===== src/rtl/exec_pkg.sv =====
// Shared constants for the execute/write-back controller:
// unit one-hot codes, FSM state encoding and default MUL latency.
package exec_pkg;

  localparam int MUL_LAT_DEF = 3;

  localparam logic [2:0] U_AU  = 3'b001;
  localparam logic [2:0] U_MUL = 3'b010;
  localparam logic [2:0] U_LSU = 3'b100;

  typedef enum logic [1:0] {
    S_IDLE,
    S_LSU_REQ,
    S_LSU_WAIT,
    S_MUL_WAIT
  } state_t;

  // Anything that is not exactly MUL or LSU runs on the AU.
  function automatic logic is_mul(input logic [2:0] u);
    return u == U_MUL;
  endfunction

  function automatic logic is_lsu(input logic [2:0] u);
    return u == U_LSU;
  endfunction

endpackage


===== src/rtl/exec_mul_timer.sv =====
// Shared multiplier latency counter: load, decrement-to-zero, zero flag.
// Ports: clk, rst_n (sync, active low), i_load/i_load_val, i_dec, o_zero.
module exec_mul_timer #(
  parameter int W = 4
) (
  input  logic         clk,
  input  logic         rst_n,
  input  logic         i_load,
  input  logic [W-1:0] i_load_val,
  input  logic         i_dec,
  output logic         o_zero
);

  logic [W-1:0] r_cnt;

  always_ff @(posedge clk) begin
    if (!rst_n) begin
      r_cnt <= '0;
    end else if (i_load) begin
      r_cnt <= i_load_val;
    end else if (i_dec && r_cnt != '0) begin
      r_cnt <= r_cnt - 1'b1;
    end
  end

  assign o_zero = (r_cnt == '0);

endmodule


===== src/rtl/execute_wb_ctrl.sv =====
// Execute -> write-back controller for a dual-issue bundle (AU/MUL/LSU).
// Ports: issue bundle in, LSU handshake, MUL starts, stall, WB enables.
module execute_wb_ctrl
  import exec_pkg::*;
#(
  parameter int MUL_LAT = MUL_LAT_DEF
) (
  input  logic       clk,
  input  logic       rst_n,
  input  logic       issue_valid,
  input  logic       reg_write1_execute,
  input  logic       reg_write2_execute,
  input  logic [4:0] rd1_execute,
  input  logic [4:0] rd2_execute,
  input  logic [2:0] au_mul_lsu1,
  input  logic [2:0] au_mul_lsu2,
  input  logic       lsu_ready,
  input  logic       lsu_done,
  output logic       stall,
  output logic       mul_start1,
  output logic       mul_start2,
  output logic       lsu_req,
  output logic       lsu_slot,
  output logic       wb_valid,
  output logic       reg_write1_wb_en,
  output logic       reg_write2_wb_en,
  output logic       busy,
  output logic       err_dual_lsu
);

  localparam logic [3:0] MUL_LOAD = 4'(MUL_LAT - 1);

  state_t r_state;
  state_t w_next;

  logic       r_rw1;
  logic       r_rw2;
  logic [4:0] r_rd1;
  logic [4:0] r_rd2;
  logic       r_has_mul;
  logic       r_has_lsu;
  logic       r_slot;
  logic       r_dual;
  logic       r_lsu_ok;
  logic       r_err;

  logic       w_idle;
  logic       w_iss;
  logic       w_mul1;
  logic       w_mul2;
  logic       w_lsu1;
  logic       w_lsu2;
  logic       w_in_mul;
  logic       w_in_lsu;
  logic       w_in_dual;
  logic       w_zero;
  logic       w_lsu_ok;
  logic       w_finish;
  logic       w_wb;
  logic       w_rw1;
  logic       w_rw2;
  logic [4:0] w_rd1;
  logic [4:0] w_rd2;
  logic       w_dual;
  logic       w_en1;
  logic       w_en2;

  assign w_idle    = (r_state == S_IDLE);
  assign w_iss     = w_idle && issue_valid;
  assign w_mul1    = is_mul(au_mul_lsu1);
  assign w_mul2    = is_mul(au_mul_lsu2);
  assign w_lsu1    = is_lsu(au_mul_lsu1);
  assign w_lsu2    = is_lsu(au_mul_lsu2);
  assign w_in_mul  = w_mul1 || w_mul2;
  assign w_in_lsu  = w_lsu1 || w_lsu2;
  assign w_in_dual = w_lsu1 && w_lsu2;

  // A done pulse completes the LSU in the same cycle it arrives.
  assign w_lsu_ok = r_lsu_ok ||
                    (r_state == S_LSU_WAIT && lsu_done);

  assign w_finish = !w_idle &&
                    (w_lsu_ok || !r_has_lsu) &&
                    (w_zero || !r_has_mul);

  exec_mul_timer #(
    .W (4)
  ) u_timer (
    .clk        (clk),
    .rst_n      (rst_n),
    .i_load     (w_iss && w_in_mul),
    .i_load_val (MUL_LOAD),
    .i_dec      (!w_idle),
    .o_zero     (w_zero)
  );

  always_ff @(posedge clk) begin
    if (!rst_n) begin
      r_state <= S_IDLE;
    end else begin
      r_state <= w_next;
    end
  end

  always_comb begin
    w_next = r_state;
    unique case (r_state)
      S_IDLE: begin
        if (issue_valid && w_in_lsu) begin
          w_next = lsu_ready ? S_LSU_WAIT : S_LSU_REQ;
        end else if (issue_valid && w_in_mul) begin
          w_next = S_MUL_WAIT;
        end
      end
      S_LSU_REQ: begin
        if (lsu_ready) w_next = S_LSU_WAIT;
      end
      S_LSU_WAIT: begin
        if (w_finish) w_next = S_IDLE;
        else if (w_lsu_ok) w_next = S_MUL_WAIT;
      end
      S_MUL_WAIT: begin
        if (w_finish) w_next = S_IDLE;
      end
      default: w_next = S_IDLE;
    endcase
  end

  always_ff @(posedge clk) begin
    if (!rst_n) begin
      r_rw1     <= 1'b0;
      r_rw2     <= 1'b0;
      r_rd1     <= '0;
      r_rd2     <= '0;
      r_has_mul <= 1'b0;
      r_has_lsu <= 1'b0;
      r_slot    <= 1'b0;
      r_dual    <= 1'b0;
    end else if (w_iss) begin
      r_rw1     <= reg_write1_execute;
      r_rw2     <= reg_write2_execute;
      r_rd1     <= rd1_execute;
      r_rd2     <= rd2_execute;
      r_has_mul <= w_in_mul;
      r_has_lsu <= w_in_lsu;
      r_slot    <= !w_lsu1;
      r_dual    <= w_in_dual;
    end
  end

  always_ff @(posedge clk) begin
    if (!rst_n) begin
      r_lsu_ok <= 1'b0;
    end else if (w_finish) begin
      r_lsu_ok <= 1'b0;
    end else if (r_state == S_LSU_WAIT && lsu_done) begin
      r_lsu_ok <= 1'b1;
    end
  end

  always_ff @(posedge clk) begin
    if (!rst_n) begin
      r_err <= 1'b0;
    end else if (w_iss && w_in_dual) begin
      r_err <= 1'b1;
    end
  end

  // Single-cycle AU bundles retire straight from the issue inputs.
  assign w_wb = (w_iss && !w_in_mul && !w_in_lsu) || w_finish;

  assign w_rw1  = w_idle ? reg_write1_execute : r_rw1;
  assign w_rw2  = w_idle ? reg_write2_execute : r_rw2;
  assign w_rd1  = w_idle ? rd1_execute : r_rd1;
  assign w_rd2  = w_idle ? rd2_execute : r_rd2;
  assign w_dual = w_idle ? w_in_dual : r_dual;

  assign w_en2 = w_wb && w_rw2 && (w_rd2 != '0) && !w_dual;
  // Same destination: the younger slot 2 result wins.
  assign w_en1 = w_wb && w_rw1 && (w_rd1 != '0) &&
                 !(w_en2 && w_rd1 == w_rd2);

  assign stall = rst_n &&
                 ((w_iss && (w_in_mul || w_in_lsu)) ||
                  (!w_idle && !w_finish));

  assign mul_start1 = rst_n && w_iss && w_mul1;
  assign mul_start2 = rst_n && w_iss && w_mul2;

  assign lsu_req = rst_n &&
                   ((w_iss && w_in_lsu) ||
                    r_state == S_LSU_REQ);
  assign lsu_slot = w_idle ? !w_lsu1 : r_slot;

  assign wb_valid         = rst_n && w_wb;
  assign reg_write1_wb_en = rst_n && w_en1;
  assign reg_write2_wb_en = rst_n && w_en2;
  assign busy             = rst_n && !w_idle;
  assign err_dual_lsu     = r_err;

endmodule


===== config.mk =====
export PLATFORM = sky130hd
export DESIGN_NAME = execute_wb_ctrl
export DESIGN_NICKNAME = d
export VERILOG_FILES = /design/src/rtl/exec_pkg.sv /design/src/rtl/exec_mul_timer.sv /design/src/rtl/execute_wb_ctrl.sv
export SDC_FILE = /design/constraint.sdc
export NUM_CORES = 1
export LEC_CHECK = 0
export BUFFER_PORTS_ARGS = -buffer_cell sky130_fd_sc_hd__clkbuf_2
export CAP_MARGIN = 25
export CORE_ASPECT_RATIO = 0.9
export CORE_MARGIN = 2
export CORE_UTILIZATION = 30
export CTS_BUF_LIST = sky130_fd_sc_hd__clkbuf_4 sky130_fd_sc_hd__clkbuf_8 sky130_fd_sc_hd__clkbuf_16
export CTS_CLUSTER_SIZE = 28
export DETAILED_ROUTE_END_ITERATION = 8
export PLACE_DENSITY = 0.48
export REMOVE_ABC_BUFFERS = 1
export SKIP_LAST_GASP = 1
export SLEW_MARGIN = 20
export SYNTH_ARGS = -nofsm -noshare
export SYNTH_HDL_FRONTEND = slang
export SYNTH_SLANG_ARGS = --single-unit

===== constraint.sdc =====
create_clock -name clk -period 4.45 [get_ports clk]
set_clock_uncertainty 0.15 [all_clocks]
set_input_delay 0.89 -clock clk [delete_from_list [all_inputs] [get_ports clk]]
set_output_delay 0.89 -clock clk [all_outputs]
set_load 0.03 [all_outputs]

Word level (Yosys, flattened, before mapping)
Index checks and enable logic that the tools add are counted.
{"block": "totals", "reg_bits": 24, "in_bits": 23, "out_inout_bits": 10, "elab_cells": 101}
{"block": "op_classes", "addsub": 1, "n_eq_ne": 12, "muxes": 16, "n_bitwise": 1, "reduce_logical": 58}
{"operator": "logical AND 1 bit", "n": 31}
{"operator": "two-way mux 2 bit", "n": 9}
{"operator": "two-way mux 5 bit", "n": 2}
{"operator": "nonzero test 5 bit", "n": 2}
{"operator": "logical NOT 1 bit", "n": 9}
{"operator": "logical OR 1 bit", "n": 9}
{"operator": "case mux 2 bit (4 select lines)", "n": 1}
{"operator": "equality test 3 x 2 -> 1 bit (second input constant)", "n": 2}
{"operator": "equality test 3 bit (second input constant)", "n": 2}
{"operator": "equality test 5 bit", "n": 1}
{"operator": "equality test 2 bit (second input constant)", "n": 2}
{"operator": "logical NOT 4 bit", "n": 1}
{"operator": "two-way mux 1 bit", "n": 4}
{"operator": "!= test 2 bit (second input constant)", "n": 2}
{"operator": "AND reduction 4 bit", "n": 1}
{"operator": "nonzero test 4 bit", "n": 1}
{"operator": "OR reduction 2 bit", "n": 2}
{"operator": "subtractor 4 x 1 -> 4 bit (second input constant)", "n": 1}
{"operator": "!= test 3 x 1 -> 1 bit (second input constant)", "n": 1}
{"operator": "!= test 3 bit (second input constant)", "n": 1}
{"operator": "equality test 2 x 1 -> 1 bit (second input constant)", "n": 1}
{"operator": "logical NOT 2 bit", "n": 1}
{"operator": "nonzero test 2 bit", "n": 1}
{"operator": "inverter 1 bit", "n": 1}

Logic depth before layout (Yosys ltp)
{"block": "depth", "depth_word": 14, "ltp_mapped": 7, "mapped_depth_nobuf": 7}

By module
From an unflattened synthesis, not the netlist that was laid out.
{"block": "unflattened", "hier_cells": 186, "area_unflattened_um2": 1453.9}
{"module": "execute_wb_ctrl", "n_inst": 1, "cells_each": 155, "area_each_um2": 1197.4, "seq_area_each_um2": 400.4}
{"module": "exec_mul_timer", "n_inst": 1, "cells_each": 31, "area_each_um2": 256.5, "seq_area_each_um2": 80.1}

Worst setup path after synthesis
No wires, ideal clock.
{"block": "synth_path", "kind": "input to output", "startpoint": "in rd2_execute[0]", "endpoint": "out reg_write1_wb_en", "arrival_time_ps": 2130, "required_time_ps": 3410, "path_slack_ps": 1280, "path_stages": 4, "n_path_buf": 0, "path_cell_list": "or4_1 o2bb2ai_1 o22ai_1 a211oi_2"}
{"block": "synth_between", "elab_chain_cells": 8, "word_cells_on_any_way": 9, "classes_between": "1 x eq/ne; 1 x mux; 7 x reduce/logical"}
{"element": "from (decl)", "line_no": "execute_wb_ctrl.sv:14", "source": "input logic [4:0] rd2_execute,"}
{"element": "two-way mux 5 bit *", "line_no": "execute_wb_ctrl.sv:175", "source": "assign w_rd2 = w_idle ? rd2_execute : r_rd2;"}
{"element": "nonzero test 5 bit", "line_no": "execute_wb_ctrl.sv:178", "source": "assign w_en2 = w_wb && w_rw2 && (w_rd2 != '0) && !w_dual;"}
{"element": "logical AND 1 bit (2 in series)", "line_no": "execute_wb_ctrl.sv:178"}
{"element": "logical AND 1 bit *", "line_no": "execute_wb_ctrl.sv:181", "source": "!(w_en2 && w_rd1 == w_rd2);"}
{"element": "logical NOT 1 bit *", "line_no": "execute_wb_ctrl.sv:181"}
{"element": "logical AND 1 bit *", "line_no": "execute_wb_ctrl.sv:180", "source": "assign w_en1 = w_wb && w_rw1 && (w_rd1 != '0) &&"}
{"element": "logical AND 1 bit *", "line_no": "execute_wb_ctrl.sv:196", "source": "assign reg_write1_wb_en = rst_n && w_en1;"}
{"element": "to (decl)", "line_no": "execute_wb_ctrl.sv:25", "source": "output logic reg_write1_wb_en,"}
Every way passes the cells marked *; elsewhere a longest branch is shown, timed or not.

Final worst setup path
{"block": "layout_path", "startpoint": "in au_mul_lsu2[2]", "endpoint": "out reg_write1_wb_en"}
{"block": "layout_between", "elab_chain_cells": 13, "word_cells_on_any_way": 21, "classes_between": "2 x eq/ne; 1 x mux; 18 x reduce/logical"}
{"element": "from (decl)", "line_no": "execute_wb_ctrl.sv:16", "source": "input logic [2:0] au_mul_lsu2,"}
{"element": "equality test 3 x 2 -> 1 bit", "line_no": "exec_pkg.sv:20", "source": "return u == U_MUL;"}
{"element": "logical OR 1 bit", "line_no": "execute_wb_ctrl.sv:74", "source": "assign w_in_mul = w_mul1 || w_mul2;"}
{"element": "logical NOT 1 bit", "line_no": "execute_wb_ctrl.sv:170", "source": "assign w_wb = (w_iss && !w_in_mul && !w_in_lsu) || w_finish;"}
{"element": "logical AND 1 bit (2 in series)", "line_no": "execute_wb_ctrl.sv:170"}
{"element": "logical OR 1 bit", "line_no": "execute_wb_ctrl.sv:170"}
{"element": "logical AND 1 bit (3 in series)", "line_no": "execute_wb_ctrl.sv:178"}
{"element": "logical AND 1 bit", "line_no": "execute_wb_ctrl.sv:181"}
{"element": "logical NOT 1 bit", "line_no": "execute_wb_ctrl.sv:181"}
{"element": "logical AND 1 bit *", "line_no": "execute_wb_ctrl.sv:180"}
{"element": "logical AND 1 bit *", "line_no": "execute_wb_ctrl.sv:196"}
Marks and branches as above.

==> flow_summary.json <==
{
  "synth_cell_types": 44,
  "critical_path_arrival_ps": 2300,
  "rsz0062_at_grt": "false",
  "synthCells": 169,
  "wl_per_cell_um": 13.3,
  "finalSetupViolCount": 0,
  "cap_violations": 0,
  "die_y_um": 69.0,
  "peakVddDrop_v": 0.000201,
  "htree_num_levels": 1,
  "cts_resized": 0,
  "post-route-period-util": 0.750,
  "grt_pass1_wl_mm": 5.89,
  "top_layer": "met4",
  "cts_hold_buf": 0,
  "via_count": 1272,
  "initialDrtViolationCount": 72,
  "io_buffers": 32,
  "cellLeakagePower_nw": 0.638,
  "m1WireLength_mm": 1.60,
  "end_kind": "output port",
  "firstDrtPassIters": 4,
  "dp_cells": 257,
  "cts.path.max_buffers": 2,
  "period_needed_ps": 3340,
  "synth_area_leaders": "dfxtp_1 (34%), nand2_1 (9.3%), xnor2_1 (8.1%), a21boi_1 (8.0%), nor3b_1 (2.7%)",
  "grt_max_degree": 27,
  "num_rows": 23,
  "start_kind": "input port",
  "hold_violations": 0,
  "finalNonFillerCells": 260,
  "wl_met2_mm": 1.73,
  "drc": 0,
  "wl_met3_um": 96,
  "die_w_um": 76.2,
  "gp_congestion": 0.810,
  "clock_latency_ps": 260,
  "ys.flop_type": "dfxtp_1",
  "ctsRootBufferMaster": "clkbuf_8",
  "antenna_found_initial": 0,
  "drv_slew": 0,
  "grt_pass1_vias": 1308,
  "synth_top_cell_by_area": "dfxtp_1",
  "wl_mm": 3.45,
  "initial_core_util": 0.314,
  "tns_ps": 0,
  "cts_made_buffers": 3,
  "max_freq_mhz": 299,
  "cp.required_ps": 3410,
  "routed_via_density": 4.89,
  "synth_edf_count": 0,
  "drive_gt1_frac": 0.237,
  "io_pins": 33,
  "crit_fanout": 5,
  "drtAntennaViolNets": 0,
  "fin_nets": 224,
  "p_per_area_mw_per_mm2": 483,
  "hp-class": "flip-flop to flip-flop",
  "tritoncts": "built",
  "cts_sinks": 24,
  "antennaDiodeCount": 0,
  "track_usage": 0.135,
  "final_cell_mix": "nand2_1 (35), clkbuf_2 (32), dfxtp_1 (24)",
  "synth-seq-cells": 24,
  "core_mm2": 0.00449,
  "yosys_warnings": 0,
  "cts_setup_buffers": 0,
  "tightestPinTransition_ps": 657,
  "path_clk_slew_ps": 80,
  "netlist_area_mm2": 0.00141,
  "crit_type": "input port to output port",
  "die_area_mm2": 0.00526,
  "area_delta_synth_final_pct": 17.2,
  "synth-seq-area-share": 0.341,
  "grt-ovfl-total": 0,
  "async_reset_ff_frac": 0,
  "run_status": "completed",
  "synth.top_cell.area_share": 0.341,
  "hpwl_mm": 2.62,
  "syn_area_per_cell_um2": 8.34,
  "final_common_cell": "nand2_1",
  "max_slew_margin": 0.561
}
-- per-layer routing --
metal / vias to the layer above / GRT usage
met5: - / 0
met4: 0 / 0.0242
met3: 2 / 0.0288
met2: 16 / 0.240
met1: 603 / 0.171
li1: 651 / -
-- cells in the mapped netlist (all sizes together), types with 2 or more instances --
library cell   n
a211oi         3
a21boi        15
a21oi          5
a31oi          2
and2           4
and3           2
buf            4
clkbuf         3
dfxtp         24
inv            7
nand2         35
nand3          2
nand4          2
nor2           8
nor2b          2
nor3           6
nor3b          7
o21ai          6
o22ai          3
or4            2
xnor2         13
-- report_power, final --
part,internal (W),switching [W]
Sequential,0.000253,0.0000395
Clock,0.0000604,0.0000649
Combinational,0.000153,0.000227
-- cell type report --
class                           count  area [um2]
Fill cell                         503        2840
Multi-Input combinational cell    131         858
Sequential cell                    24         480
Timing Repair Buffer               33         168
Tap cell                           62        77.6
Clock buffer                        3        41.3
Inverter                            7        26.3
-- worst paths after layout --
check,start,end,slack [ps],depth (start not counted)
worst max-delay path,au_mul_lsu2[2],reg_write1_wb_en,1110,6
worst min-delay path,err_dual_lsu,err_dual_lsu,300,2
worst max register to register,r_state[1],r_has_lsu,2640,4
worst min register to register,err_dual_lsu,err_dual_lsu,300,2
-- worst max-delay path, stage by stage --
cell       delay [ps]
clkbuf_2          120
nor3b_1           560
o2bb2ai_1         180
o22ai_1           110
a211oi_2          200
clkbuf_2          240
-- through the flow --
stage,instance area [um2],hold WS (ps),setup slack [ps],power [W],utilization
5_1_grt,1650,318,982,0.000860,0.368
3_5_place_dp,1610,289,1140,0.000678,0.359
4_1_cts,1650,301,1130,0.000806,0.368
2_1_floorplan,1370,280,1000,0.000576,-
6_report,1650,296,1110,0.000797,0.368
3_3_place_gp,1610,287,1120,0.000671,0.359
-- state kept, by name, indices dropped and copies added (netlist names) --
name,flops
r_rd1,5
r_rd2,5
u_timer.r_cnt,4
r_state,2
err_dual_lsu,1
r_dual,1
r_has_lsu,1
r_has_mul,1
r_lsu_ok,1
r_rw1,1
r_rw2,1
r_slot,1
-- logic make-up (layout without fill, tap and decap cells) --
logic type / Yosys count / count (layout) / share of synthesized area
AO/OA/AOI/OAI: 40 / 40 / 0.234
XOR/XNOR: 13 / 13 / 0.0808
adder cells (fa/ha/maj): 1 / 1 / 0.00888
buffers and inverters: 14 / 43 / 0.0497
flip-flops: 24 / 24 / 0.341
multiplexers: 1 / 1 / 0.00711
AND/OR/NAND/NOR: 76 / 76 / 0.279
Power figures use the tool's default switching activity.
